File: src/rtl/fs2_redirect_ctrl.sv
// fs2_redirect_ctrl: picks the bundle-ending control lane, truncates younger lanes,
// redirects fetch-1 on next-PC mismatch, then squashes wrong-path bundles.
module fs2_redirect_ctrl #(
    parameter int FETCH_WIDTH = 4,
    parameter int SIZE_PC = 32,
    parameter int BRANCH_TYPE = 2,
    parameter int SQUASH_CYCLES = 1,
    parameter int CNT_W = 16,
    parameter logic [BRANCH_TYPE-1:0] COND_BRANCH = 1
) (
    input  logic                             clk,
    input  logic                             reset,
    input  logic                             flush_i,
    input  logic                             stall_i,
    input  logic                             bundleValid_i,
    input  logic [SIZE_PC-1:0]               bundlePC_i,
    input  logic [FETCH_WIDTH-1:0]           laneValid_i,
    input  logic [FETCH_WIDTH-1:0]           ctrlInst_i,
    input  logic [FETCH_WIDTH*BRANCH_TYPE-1:0] ctrlType_i,
    input  logic [FETCH_WIDTH-1:0]           predDir_i,
    input  logic [FETCH_WIDTH*SIZE_PC-1:0]   predNPC_i,
    input  logic [SIZE_PC-1:0]               fs1NextPC_i,
    output logic                             bundleValid_o,
    output logic [FETCH_WIDTH-1:0]           laneValid_o,
    output logic                             redirect_o,
    output logic [SIZE_PC-1:0]               redirectPC_o,
    output logic [CNT_W-1:0]                 redirectCount_o
);
    localparam int LW = $clog2(FETCH_WIDTH + 1);
    localparam int SQ_W = $clog2(SQUASH_CYCLES + 2);

    typedef enum logic {RUN, SQUASH} state_t;

    state_t            r_state;
    logic [SQ_W-1:0]   r_sq;
    logic [CNT_W-1:0]  r_cnt;
    logic              w_found;
    logic [LW-1:0]     w_end;
    logic [LW-1:0]     w_last;
    logic [SIZE_PC-1:0] w_npc;
    logic [SIZE_PC-1:0] w_target;
    logic [FETCH_WIDTH-1:0] w_mask;

    // Scanning from the top down leaves the lowest qualifying lane as the winner.
    always_comb begin
        w_found = 1'b0;
        w_end = '0;
        w_last = '0;
        w_npc = '0;
        for (int i = FETCH_WIDTH - 1; i >= 0; i--) begin
            if (laneValid_i[i] && ctrlInst_i[i] &&
                (ctrlType_i[i*BRANCH_TYPE +: BRANCH_TYPE] != COND_BRANCH || predDir_i[i])) begin
                w_found = 1'b1;
                w_end = LW'(i);
                w_npc = predNPC_i[i*SIZE_PC +: SIZE_PC];
            end
        end
        for (int i = 0; i < FETCH_WIDTH; i++) begin
            if (laneValid_i[i]) w_last = LW'(i);
            w_mask[i] = !w_found || (LW'(i) <= w_end);
        end
    end

    assign w_target = w_found ? w_npc : bundlePC_i + ((SIZE_PC'(w_last) + SIZE_PC'(1)) << 3);
    assign bundleValid_o = !reset && r_state == RUN && bundleValid_i && !flush_i;
    assign redirect_o = bundleValid_o && !stall_i && (w_target != fs1NextPC_i);
    assign redirectPC_o = redirect_o ? w_target : '0;
    assign laneValid_o = bundleValid_o ? (laneValid_i & w_mask) : '0;
    assign redirectCount_o = r_cnt;

    always_ff @(posedge clk) begin
        if (reset) r_cnt <= '0;
        else if (redirect_o && !(&r_cnt)) r_cnt <= r_cnt + CNT_W'(1);
        if (reset || flush_i) begin
            r_state <= RUN;
            r_sq <= '0;
        end else if (r_state == RUN) begin
            if (redirect_o && SQUASH_CYCLES > 0) begin
                r_state <= SQUASH;
                r_sq <= SQ_W'(SQUASH_CYCLES);
            end
        end else if (bundleValid_i && !stall_i) begin
            r_sq <= r_sq - SQ_W'(1);
            if (r_sq == SQ_W'(1)) r_state <= RUN;
        end
    end
endmodule
File: config.mk
export PLATFORM = sky130hd
export DESIGN_NAME = fs2_redirect_ctrl
export DESIGN_NICKNAME = d
export VERILOG_FILES = /design/src/rtl/fs2_redirect_ctrl.sv
export SDC_FILE = /design/constraint.sdc
export NUM_CORES = 1
export LEC_CHECK = 0
export CAP_MARGIN = 5
export CORE_ASPECT_RATIO = 0.7
export CORE_MARGIN = 3
export CORE_UTILIZATION = 40
export DETAILED_ROUTE_END_ITERATION = 10
export PLACE_DENSITY = 0.85
export SYNTH_ARGS = -nofsm -noshare
export SYNTH_HDL_FRONTEND = slang
export SYNTH_SLANG_ARGS = --single-unit
File: constraint.sdc
create_clock -name clk -period 9.05 [get_ports clk]
set_input_delay 1.81 -clock clk [delete_from_list [all_inputs] [get_ports clk]]
set_output_delay 1.81 -clock clk [all_outputs]
set_load 0.1 [all_outputs]
; ---- Yosys cells after proc, flatten, opt, wreduce, memory -nomap -nowiden
; Index checks and enable logic that the tools add are counted.
[word_totals]
regBits = 19
in_bits = 217
[classes]
n_addsub = 4
n_lt_le_gt_ge = 4
eq_ne = 7
mux = 25
n_bitwise = 2
n_reduce_logical = 32
[op_table]
columns = operator, n
row1 = $mux W32, 6
row2 = $add A32 B7 Y32, 1
row3 = $ne A32 B32 Y1, 1
row4 = $add A16 B1 Y16 const B, 1
row5 = $reduce_and A16 Y1, 1
row6 = $logic_and A1 B1 Y1, 15
row7 = $mux W3, 4
row8 = $mux W2, 5
row9 = $ne A2 B1 Y1 const B, 5
row10 = $logic_or A1 B1 Y1, 9
row11 = $mux W1, 9
row12 = $le A1 B3 Y1 const A, 2
row13 = $le A2 B3 Y1 const A, 2
row14 = $logic_not A1 Y1, 5
row15 = $add A3 B1 Y4 const B, 1
row16 = $and A4 B4 Y4, 1
row17 = $mux W4, 1
row18 = $eq A2 B1 Y1 const B, 1
row19 = $reduce_and A2 Y1, 1
row20 = $reduce_bool A2 Y1, 1
row21 = $sub A2 B1 Y2 const B, 1
row22 = $not A1 Y1, 1

; ---- Depth between registers and ports, before layout
[logic_depth]
ltp_word = 12
ltp_mapped = 18
depth_no_buf = 15

; ---- Worst setup path after synthesis
; No wires, ideal clock.
[synth_path]
path_type = input port to output port
start = input port flush_i
end = output port redirectPC_o[2]
arrival_ps = 8213
t_required_ps = 7240
path_slack_ps = -973
cell_stages = 5
n_path_buf = 1
path_cell_list = nor4b_1 nor2b_1 clkbuf_1 nand2_1 a211oi_1
[synth_via]
elab_chain_len = 5
[synth_lines]
columns = item, line_no
row1 = start: declaration, 13  ; input logic flush_i,
row2 = $logic_not A1 Y1, 65  ; assign bundleValid_o = !reset && r_state == RUN && bundleValid_i && !flush_i;
row3 = $logic_and A1 B1 Y1, 65
row4 = $logic_and A1 B1 Y1 (2 in a row), 66  ; assign redirect_o = bundleValid_o && !stall_i && (w_target != fs1NextPC_i);
row5 = $mux W32, 67  ; assign redirectPC_o = redirect_o ? w_target : '0;
row6 = end: declaration, 26  ; output logic [SIZE_PC-1:0] redirectPC_o,
; Every way passes these cells.

; ---- Final worst setup path
[layout_path]
start = input port laneValid_i[2]
end = output port redirectPC_o[18]
[layout_via]
elab_chain_len = 9
word_cells_on_any_way = 16
classes_between = add/sub: 2 / eq/ne: 1 / mux: 10 / reduce/logical: 3
[layout_lines]
columns = item, line_no
row1 = start: declaration, 17  ; input logic [FETCH_WIDTH-1:0] laneValid_i,
row2 = "parallel branches: the longest is 5 deep, another holds $add A32 B7 Y32", -
row3 = $mux W32 *, 64  ; assign w_target = w_found ? w_npc : bundlePC_i + ((SIZE_PC'(w_last) + SIZE_PC'(1)) << 3);
row4 = $ne A32 B32 Y1, 66
row5 = $logic_and A1 B1 Y1, 66
row6 = $mux W32 *, 67
; Every way passes the cells marked *.

==> impl_metrics.env <==
export IMPL_start_util_pct=42.6
export IMPL_hold_viol_final=0
export IMPL_synth_area_leaders="dfxtp_1, o2111ai_1, and3_1"
export IMPL_synth_edf_count=0
export IMPL_critPathCaptureType="output pin"
export IMPL_core_area_sq_mm=0.0107
export IMPL_placed_area_sq_mm=0.00772
export IMPL_final_setup_tns_ns=0
export IMPL_fin_crit_sh_pct=95.3
export IMPL_cap_viol_max_count=0
export IMPL_p_int_w=0.000315
export IMPL_p_per_area_mw_per_mm2=72.0
export IMPL_grt_pass1_vias=7080
export IMPL_maxSlewHeadroom_pct=25.9
export IMPL_status="finished clean"
export IMPL_synth_ff_type="dfxtp_1"
export IMPL_p_sw_share_pct=43.9
export IMPL_skew_ns=0.00737
export IMPL_ctsRootBufferMaster="clkbuf_16"
export IMPL_fin_area_sq_mm=0.00781
export IMPL_cts_sinks=19
export IMPL_slew_viol_final=0
export IMPL_area_growth_pct=70.8
export IMPL_drtIter0Drc=1157
export IMPL_dp_hpwl_microns=22800
export IMPL_drive_gt1_share_pct=8.71
export IMPL_p_leak_nw=2.77
export IMPL_cts_buffers_inserted=3
export IMPL_synth_top_area_share_pct=8.32
export IMPL_io_pins=271
export IMPL_htreeDepth=1
export IMPL_seq_power_share_pct=15.1
export IMPL_drc=0
export IMPL_clk_pin_slew_ns=0.05
export IMPL_first_pass_iters=6
export IMPL_synthesis_area_sq_mm=0.00457
export IMPL_antenna_found_initial=2
export IMPL_gp_congestion=1.02
export IMPL_period_minus_slack_ns=8.62
export IMPL_r2r_start="r_state"
export IMPL_via_per_inst=7.15
export IMPL_p_clk_share_pct=17.1
export IMPL_antenna_left=0
export IMPL_die_area_sq_mm=0.0128
export IMPL_fin_cells=1045
export IMPL_syn_avg_cell_area_sq_um=6.92
export IMPL_syn_nets=885
export IMPL_postCtsSetupRepairBufs=0
export IMPL_worst_hold_path_type="reg2reg"
export IMPL_n_fill_cell=814
export IMPL_crit_fanout=28
export IMPL_cts_tree="built"
export IMPL_start_kind="primary input"
export IMPL_power_total_w=0.000562
export IMPL_hold_ws_ns=0.507
export IMPL_grt_overflow=0
export IMPL_worst_ep_required_time_ns=7.24
export IMPL_grt_use_total_pct=42.1
export IMPL_yosys_area_top_type="dfxtp_1"
export IMPL_yosysWarnings=0
export IMPL_min_from="redirectCount_o[4]"
export IMPL_layout_nets=1121
export IMPL_rrSetupSlack_ns=6.11
export IMPL_ir_worst_vdd_uv=58.2
export IMPL_seq_area_frac_synth_pct=8.32
export IMPL_dpl_cell_count=1040
export IMPL_clk_latency_ns=0.26
export IMPL_die_width_microns=134
export IMPL_path_class="in2out"
export IMPL_rows=31
export IMPL_io_buffers=270
export IMPL_max_freq_mhz=116
export IMPL_async_flop_share_pct=0
export IMPL_routed_wirelength_microns=28500
export IMPL_post_cts_resized=0
export IMPL_cp_arrival_ns=6.81
export IMPL_power_frac_comb_pct=67.9
export IMPL_ys_seq_elements=19
export IMPL_cts_hold_buf=0
export IMPL_vias=7474
export IMPL_rsz0062_at_grt="false"
export IMPL_syn_inst=661
export IMPL_max_slew_worst_pin_slew_ns=1.10
export IMPL_ys_types=81
export IMPL_power_switching_w=0.000247
export IMPL_grt_pass1_wl_microns=41400
export IMPL_die_h_microns=95.4
export IMPL_wl_per_cell_microns=27.3
export IMPL_grt_max_degree=30
export IMPL_finalSetupViolations=0
export IMPL_clockBufferDepth=2
export IMPL_crit_start="laneValid_i[2]"
-- registers in the layout, summed over array words and instances (netlist names) --
register         flops
r_state              1
redirectCount_o     16
r_sq                 2
-- synth_stat cells (all sizes together) (13+ instances only) --
library cell  count
clkbuf           36
nand2            45
nand3            31
nor2             41
nor3             32
or3              13
buf              25
a21oi            24
and3             27
a32oi            16
o31ai            17
a211oi           22
dfxtp            19
o21ai            23
nand4            21
o2111ai          22
inv              22
-- cell usage in the layout, fill, tap and decap left out, types with 7 or more instances in the layout --
cell type,n
xor2_1,11
o2111ai_1,22
and3_1,27
a21oi_1,24
o31ai_1,17
nor2b_1,9
xnor2_1,7
nor3_1,31
a22oi_1,8
buf_4,21
nor4_1,11
or3_1,13
o22ai_1,11
o21ai_0,13
and2_1,9
nand4_1,20
dfxtp_1,19
nor2_1,39
clkdlybuf4s50_1,237
a32o_1,11
inv_1,22
or4_1,11
o2111a_1,12
nand2_1,45
a211oi_1,22
nand3_1,31
o21ai_1,10
a32oi_1,16
buf_12,34
-- stage by stage --
step                      setup slack (ns)  util, %
after global placement               0.688     71.9
after detailed placement             0.603     71.9
after global routing                0.0729     72.7
final                                0.427     72.7
after floorplan                      0.328        -
after CTS                            0.579     72.6
-- power by group through the flow --
stage / Sequential [W] / Combinational, W / Clock [W]
floorplan: 0.0000875 / 0.000176 / 0
global placement: 0.0000864 / 0.000362 / 0
detailed placement: 0.0000864 / 0.000366 / 0
CTS: 0.0000846 / 0.000367 / 0.0000958
global route: 0.0000847 / 0.000395 / 0.0000993
finish: 0.0000846 / 0.000381 / 0.0000960
-- worst max-delay path: stages --
cell             delay (ns)
clkdlybuf4s50_1        0.50
inv_1                  0.07
a21oi_1                0.22
inv_1                  0.07
ha_1                   0.33
ha_1                   0.28
nand3_1                0.21
a2111oi_0              0.69
xnor2_1                0.34
a2bb2oi_1              0.17
a2111oi_0              0.75
nand4_1                0.18
nor4_1                 0.29
nand2_1                0.12
nand2_1                0.13
buf_12                 0.22
a31oi_1                0.15
buf_12                 0.27
-- path summary, 6_finish.rpt --
| path | end | depth (start not counted) |
|---|---|---|
| worst max-delay path | redirectPC_o[18] | 18 |
| worst min-delay path | redirectCount_o[4] | 1 |
| worst min register to register | redirectCount_o[4] | 1 |
| worst max register to register | redirectCount_o[11] | 6 |
-- cells by family after synthesis --
family | after synthesis | share of synthesized area (%)
AND/OR/NAND/NOR | 284 | 34.8
AO/OA/AOI/OAI | 242 | 41.6
buffers and inverters | 83 | 7.69
flip-flops | 19 | 8.32
XOR/XNOR | 18 | 3.45
multiplexers | 8 | 2.11
adder cells (fa/ha/maj) | 7 | 2.08
-- layout make-up --
cell class | instances | area [sq um] | area share, %
multi-input cells | 559 | 3870 | 49.5
repair buffers | 292 | 3210 | 41.1
inverters | 22 | 82.6 | 1.06
clock buffers | 3 | 75.1 | 0.962
well taps | 148 | 185 | 2.37
flip-flops and latches | 19 | 380 | 4.87
clock inverters | 1 | 5.00 | 0.0641
diodes | 1 | 2.50 | 0.0321
-- metal layers --
layer / track usage (%) / vias up / routed length (microns)
met3: 17.5 / 122 / 4560
met2: 64.1 / 686 / 11700
li1: - / 3172 / -
met1: 53.0 / 3492 / 10800
met5: 0 / - / 11
met4: 16.5 / 2 / 1460
Power figures use the tool's default switching activity.
